===== config.mk =====
export PLATFORM = sky130hd
export DESIGN_NAME = bitscan_encoder_flat
export DESIGN_NICKNAME = d
export VERILOG_FILES = /design/src/rtl/bitscan_encoder_pkg.sv /design/src/rtl/bitscan_encoder_if.sv /design/src/rtl/bitscan_encoder_lsb_onehot_enc.sv /design/src/rtl/bitscan_encoder.sv /design/src/flat_wrapper.sv
export SDC_FILE = /design/constraint.sdc
export NUM_CORES = 1
export LEC_CHECK = 0
export CORE_MARGIN = 2
export CORE_UTILIZATION = 50
export DETAILED_ROUTE_END_ITERATION = 10
export PLACE_DENSITY = 0.81
export SETUP_SLACK_MARGIN = 0.1
export SYNTH_ARGS = -nofsm -noshare
export SYNTH_HDL_FRONTEND = slang
export SYNTH_SLANG_ARGS = --single-unit

===== constraint.sdc =====
create_clock -name clk -period 4.7 [get_ports clk]
set_clock_uncertainty 0.15 [all_clocks]
set_input_delay 0.705 -clock clk [delete_from_list [all_inputs] [get_ports clk]]
set_output_delay 0.705 -clock clk [all_outputs]
set_load 0.005 [all_outputs]

===== src/rtl/bitscan_encoder_pkg.sv =====
// Shared types and helpers for the bitscan encoder (package enc_pkg).
// Optional feature macro used by this block: ENC_ZERO_FLAG_EN.
package enc_pkg;

    // Widest request vector the helper functions accept.
    localparam int MAX_N = 64;

    typedef enum logic [1:0] {
        IDLE,
        SCAN,
        ZERO
    } enc_state_t;

    // Ceiling log2. Used to size index fields from the vector width.
    function automatic int clog2(input int n);
        int r;
        r = 0;
        for (int v = 1; v < n; v = v * 2) begin
            r++;
        end
        return r;
    endfunction

    // True when exactly one bit of v is set.
    function automatic logic onehot_count_is_one(input logic [MAX_N-1:0] v);
        return (v != '0) && ((v & (v - MAX_N'(1))) == '0);
    endfunction

endpackage


===== src/rtl/bitscan_encoder_if.sv =====
// Valid/ready bus of the bitscan encoder: request-vector input and index-beat output.
// out_zero exists only when ENC_ZERO_FLAG_EN is defined.
interface bitscan_encoder_if
    import enc_pkg::*;
#(
    parameter int N = 8
) ();

    localparam int W = clog2(N);

    logic         in_valid;
    logic         in_ready;
    logic [N-1:0] in_vec;
    logic         out_valid;
    logic         out_ready;
    logic [W-1:0] out_idx;
    logic         out_last;
`ifdef ENC_ZERO_FLAG_EN
    logic         out_zero;
`endif

    // Producer/consumer side that drives vectors and takes beats.
    modport master (
        output in_valid,
        output in_vec,
        output out_ready,
        input  in_ready,
        input  out_valid,
        input  out_idx,
`ifdef ENC_ZERO_FLAG_EN
        input  out_zero,
`endif
        input  out_last
    );

    // Encoder side.
    modport slave (
        input  in_valid,
        input  in_vec,
        input  out_ready,
        output in_ready,
        output out_valid,
        output out_idx,
`ifdef ENC_ZERO_FLAG_EN
        output out_zero,
`endif
        output out_last
    );

endinterface


===== src/rtl/bitscan_encoder_lsb_onehot_enc.sv =====
// Combinational lowest-set-bit finder: returns the index of the lowest set bit of
// pend and a one-hot mask of that bit (both zero when pend is zero).
module lsb_onehot_enc
    import enc_pkg::*;
#(
    parameter int N = 8
) (
    input  logic [N-1:0]          pend,
    output logic [clog2(N)-1:0]   idx,
    output logic [N-1:0]          lsb_mask
);

    localparam int W = clog2(N);

    // Two's-complement trick isolates the lowest set bit.
    assign lsb_mask = pend & (~pend + {{(N-1){1'b0}}, 1'b1});

    // Scan from the top down so the lowest set bit is the last one written.
    // NOTE: idx gets a default before the loop so no path leaves it unassigned (no latch).
    always_comb begin
        idx = '0;
        for (int i = N - 1; i >= 0; i--) begin
            if (pend[i]) begin
                idx = W'(i);
            end
        end
    end

endmodule


===== src/rtl/bitscan_encoder.sv =====
// Bitscan encoder: takes an N-bit request vector and emits the index of every set
// bit, lowest first, one per beat. A vector taken on the last beat of the previous
// one starts with no idle cycle in between.
// Optional: ENC_ZERO_FLAG_EN makes an all-zero vector produce one beat with out_zero=1;
// without it an all-zero vector is consumed and dropped.
module bitscan_encoder
    import enc_pkg::*;
#(
    parameter int N = 8
) (
    input  logic              clk,
    input  logic              rst,
    bitscan_encoder_if.slave  bus
);

    localparam int W = clog2(N);

    enc_state_t   state_q, state_d;
    logic [N-1:0] pend_q, pend_d;

    logic [W-1:0] lsb_idx;
    logic [N-1:0] lsb_mask;
    logic         pend_one;
    logic         out_valid;
    logic         out_last;
    logic         in_ready;
    logic         in_fire;
    logic         out_fire;

    lsb_onehot_enc #(.N(N)) u_lsb (
        .pend     (pend_q),
        .idx      (lsb_idx),
        .lsb_mask (lsb_mask)
    );

    assign pend_one  = onehot_count_is_one(MAX_N'(pend_q));

    // Beat outputs come from state_q/pend_q only, so they hold steady under stall.
    assign out_valid = (state_q != IDLE);
    assign out_last  = (state_q == ZERO) || ((state_q == SCAN) && pend_one);
    assign out_fire  = out_valid && bus.out_ready;
    assign in_ready  = (state_q == IDLE) || (out_fire && out_last);
    assign in_fire   = bus.in_valid && in_ready;

    assign bus.out_valid = out_valid;
    assign bus.out_last  = out_last;
    assign bus.out_idx   = (state_q == SCAN) ? lsb_idx : '0;
    assign bus.in_ready  = in_ready;
`ifdef ENC_ZERO_FLAG_EN
    assign bus.out_zero  = (state_q == ZERO);
`endif

    // Next state: retire the current beat, then accept a new vector if one is taken.
    always_comb begin
        state_d = state_q;
        pend_d  = pend_q;

        case (state_q)
            IDLE: begin
            end
            SCAN: begin
                if (out_fire) begin
                    pend_d = pend_q & ~lsb_mask;
                    if (out_last) begin
                        state_d = IDLE;
                    end
                end
            end
`ifdef ENC_ZERO_FLAG_EN
            ZERO: begin
                if (out_fire) begin
                    state_d = IDLE;
                end
            end
`endif
            default: begin
                state_d = IDLE;
            end
        endcase

        // in_fire is only possible in IDLE or on a last beat, so it overrides the above.
        if (in_fire) begin
            if (bus.in_vec != '0) begin
                state_d = SCAN;
                pend_d  = bus.in_vec;
            end
`ifdef ENC_ZERO_FLAG_EN
            else begin
                state_d = ZERO;
            end
`endif
        end
    end

    // State and pending-bit registers with synchronous reset.
    // NOTE: sequential state uses non-blocking assignments so all registers update together.
    always_ff @(posedge clk) begin
        if (rst) begin
            state_q <= IDLE;
            pend_q  <= '0;
        end else begin
            state_q <= state_d;
            pend_q  <= pend_d;
        end
    end

endmodule

===== src/flat_wrapper.sv =====
// flat-port wrapper written by rule: the top's interface ports become plain ports
module bitscan_encoder_flat import enc_pkg::*;
#(
    parameter int N = 8
)
  (clk, rst, bus_in_valid, bus_in_vec, bus_out_ready, bus_in_ready, bus_out_valid, bus_out_idx, bus_out_last);
  bitscan_encoder_if #(.N(N)) bus_i ();
  input  logic clk;
  input  logic rst;
  input wire logic [$bits(bus_i.in_valid)-1:0] bus_in_valid;
  input wire logic [$bits(bus_i.in_vec)-1:0] bus_in_vec;
  input wire logic [$bits(bus_i.out_ready)-1:0] bus_out_ready;
  output wire logic [$bits(bus_i.in_ready)-1:0] bus_in_ready;
  output wire logic [$bits(bus_i.out_valid)-1:0] bus_out_valid;
  output wire logic [$bits(bus_i.out_idx)-1:0] bus_out_idx;
  output wire logic [$bits(bus_i.out_last)-1:0] bus_out_last;
  assign bus_i.in_valid = bus_in_valid;
  assign bus_i.in_vec = bus_in_vec;
  assign bus_i.out_ready = bus_out_ready;
  assign bus_in_ready = bus_i.in_ready;
  assign bus_out_valid = bus_i.out_valid;
  assign bus_out_idx = bus_i.out_idx;
  assign bus_out_last = bus_i.out_last;
  bitscan_encoder #(.N(N)) u_core (.clk(clk), .rst(rst), .bus(bus_i));
endmodule

==> results.yml <==
timing:
  rsz0062_at_grt: "no"
  timing.final.crit_share: 0.643
  setup_viol: 0
  tightestPinTransition_ps: 627
  fin_crit_ps: 3020
  slew_viol_final: 0
  setup_slack_ps: 1680
  hold_viol_final: 0
  fin_setup_tns_ps: 0
  relSlewSlack: 0.581
  max_freq_mhz: 331
global_routing:
  grt_overflow: 0
  antenna_found_initial: 0
  grt_pass1_vias: 658
  grt_max_degree: 12
  grt_util_met3: 0.0261
  grt_use_met1: 0.266
  grt_pass1_wl_um: 2840
  grt_use_met2: 0.338
  grt.busiest_layer: "met2"
  track_usage: 0.215
synth:
  ys.flop_type: "dfxtp_1"
  synth_fp_nets: 105
  synth_edf_count: 0
  netlist-cell-type-count: 35
  postSynthCellCount: 93
  ys_seq_area_frac: 0.280
  synth-async-reset-ratio: 0
  yosysWarnings: 0
  syn_area_sq_um: 714
  ys_ff_latch: 10
  synth.avg_cell_area_sq_um: 7.68
status:
  status: "finished clean"
critical_path:
  end_kind: "output port"
  start_kind: "register"
  r2r-start: "u_core.pend_q[3]"
  startpoint: "u_core.pend_q[3]"
  crit_arrival_ps: 2170
  critPathSlowestCell: "clkdlybuf4s50_1"
  cpPeakStageDelay_ps: 520
  worst_ep_required_time_ps: 3850
  path_cells: "nor4_4 > o2111ai_1 > a31o_2 > o21ai_0 > clkdlybuf4s50_1"
  worstSetupPathType: "reg -> out"
  crit_fanout: 7
cells_and_area:
  fin_nets: 121
  fill_cells: 119
  layout-drive-gt1-share: 0.0841
  num_antenna_cells: 0
  area_growth_pct: 24.7
worst_hold_path:
  min-delay-start: "u_core.state_q[1]"
  hold_path_class: "reg -> reg"
die:
  num_io_pins: 18
  num_rows: 13
  fp.dieW_um: 41.8
  dieArea_sq_mm: 0.00175
  start_util: 0.542
  die_h_um: 41.8
  core_region_area_sq_mm: 0.00132
clock_network:
  insertion_delay_ps: 270
  root_buffer: "clkbuf_4"
  postCtsSetupBuffers: 0
  clock-sinks: 10
  hold_buffers: 0
  cts_resized: 0
  clockBufferDepth: 2
  path_clk_slew_ps: 60
  cts_buffers: 3
  h-tree-depth: 1
  cts_tree: "built"
power:
  cellPowerDensity_mw_per_mm2: 269
  p_leak_nw: 0.322
  irDropWorstVdd_v: 0.000146
routing:
  post_drt_wl_per_cell_um: 13.5
  totalWireLength_um: 1650
  drt_iter0_markers: 18
  drc: 0
  detail-route-antenna-nets: 0
  vias_per_cell: 6.01
  drt-pass1-iter-count: 4
  vias: 733
place:
  dp_slack_ps: 1830
  hpwl_um: 1260
  place.gp.congestion: 0.759
  portBuffers: 17
run:
  drv_cap: 0
[path summary, 6_finish.rpt]
check	slack (ps)	end	cells after the start
max reg2reg	2480	u_core.pend_q[2]	5
min	430	u_core.state_q[0]	1
min reg2reg	430	u_core.state_q[0]	1
max	1680	bus_out_last	5
[routing by layer]
metal,vias to the layer above,wire length [um]
met5,-,0
met4,0,63
met3,7,55
met2,19,755
met1,330,775
li1,377,-
[Yosys cell counts, types with 2 or more instances]
| cell | number | share of area |
|---|---|---|
| nor3_1 | 8 | 0.056 |
| nand3_1 | 2 | 0.014 |
| nor4_1 | 4 | 0.035 |
| o32ai_1 | 9 | 0.11 |
| a21oi_1 | 2 | 0.014 |
| nand2b_1 | 4 | 0.035 |
| buf_2 | 4 | 0.028 |
| inv_1 | 12 | 0.063 |
| or2_2 | 2 | 0.018 |
| o21ai_0 | 5 | 0.035 |
| dfxtp_1 | 10 | 0.28 |
| o21bai_1 | 2 | 0.021 |
| nand2_1 | 7 | 0.037 |
[cell families (layout without fill, tap and decap cells)]
family,Yosys count,after routing,share of synthesized area
and+or+nand+nor,34,34,0.282
xor gates and xnor gates,1,1,0.0123
other,1,1,0.00525
buffers and inverters,18,32,0.112
AOI/OAI and AO/OA,29,29,0.308
DFF,10,10,0.280
[metrics by stage]
stage | instance area, sq um | instances | power [mW] | utilization | hold slack [ps]
5_1_grt | 891 | 122 | 0.254 | 0.676 | 454
3_3_place_gp | 868 | 119 | 0.179 | 0.659 | 386
2_1_floorplan | 714 | 93 | 0.157 | - | 346
4_1_cts | 891 | 122 | 0.240 | 0.676 | 425
3_5_place_dp | 868 | 119 | 0.182 | 0.659 | 412
6_report | 891 | 122 | 0.239 | 0.676 | 426
[flip-flops by register name, summed over array words and instances (netlist names)]
| name | flops |
|---|---|
| u_core.pend_q | 8 |
| u_core.state_q | 2 |
[worst max-delay path: cells and delay by family (launching register included)]
kind | cells | cell delay, ps
AOI/OAI and AO/OA | 3 | 600
buffers and inverters | 1 | 520
DFF | 1 | 380
and+or+nand+nor | 1 | 400
[placed cells by master (no fill, tap or decap)]
| cell | n |
|---|---|
| a2111oi_2 | 1 |
| a211oi_1 | 1 |
| a21oi_1 | 2 |
| a221oi_1 | 1 |
| a31o_2 | 1 |
| clkbuf_4 | 3 |
| clkdlybuf4s50_1 | 17 |
| conb_1 | 1 |
| dfxtp_1 | 10 |
| inv_1 | 12 |
| nand2_1 | 7 |
| nand2b_1 | 4 |
| nand3_1 | 2 |
| nand3b_1 | 1 |
| nor2_1 | 1 |
| nor2b_1 | 1 |
| nor3_1 | 8 |
| nor4_1 | 4 |
| nor4_4 | 1 |
| o2111ai_1 | 1 |
| o211ai_1 | 1 |
| o21a_1 | 1 |
| o21ai_0 | 5 |
| o21ai_1 | 1 |
| o21bai_1 | 2 |
| o22ai_1 | 1 |
| o31ai_1 | 1 |
| o32ai_1 | 9 |
| o41ai_1 | 1 |
| or2_1 | 1 |
| or2_2 | 2 |
| or3_1 | 1 |
| or4_4 | 1 |
| xor2_1 | 1 |
[power by group]
group | total (mW) | internal, mW | switching (mW)
clock | 0.0578 | 0.0296 | 0.0283
sequential | 0.107 | 0.0915 | 0.0151
combinational | 0.0749 | 0.0409 | 0.0340
[area by class of cell]
cell class,count,area [sq um],share of cell area
Tap cell,15,18.8,0.0211
Multi-Input combinational cell,65,434,0.487
Clock buffer,3,22.5,0.0253
Inverter,12,45.0,0.0506
Timing Repair Buffer,17,170,0.191
Sequential cell,10,200,0.225
Power figures use the tool's default switching activity.
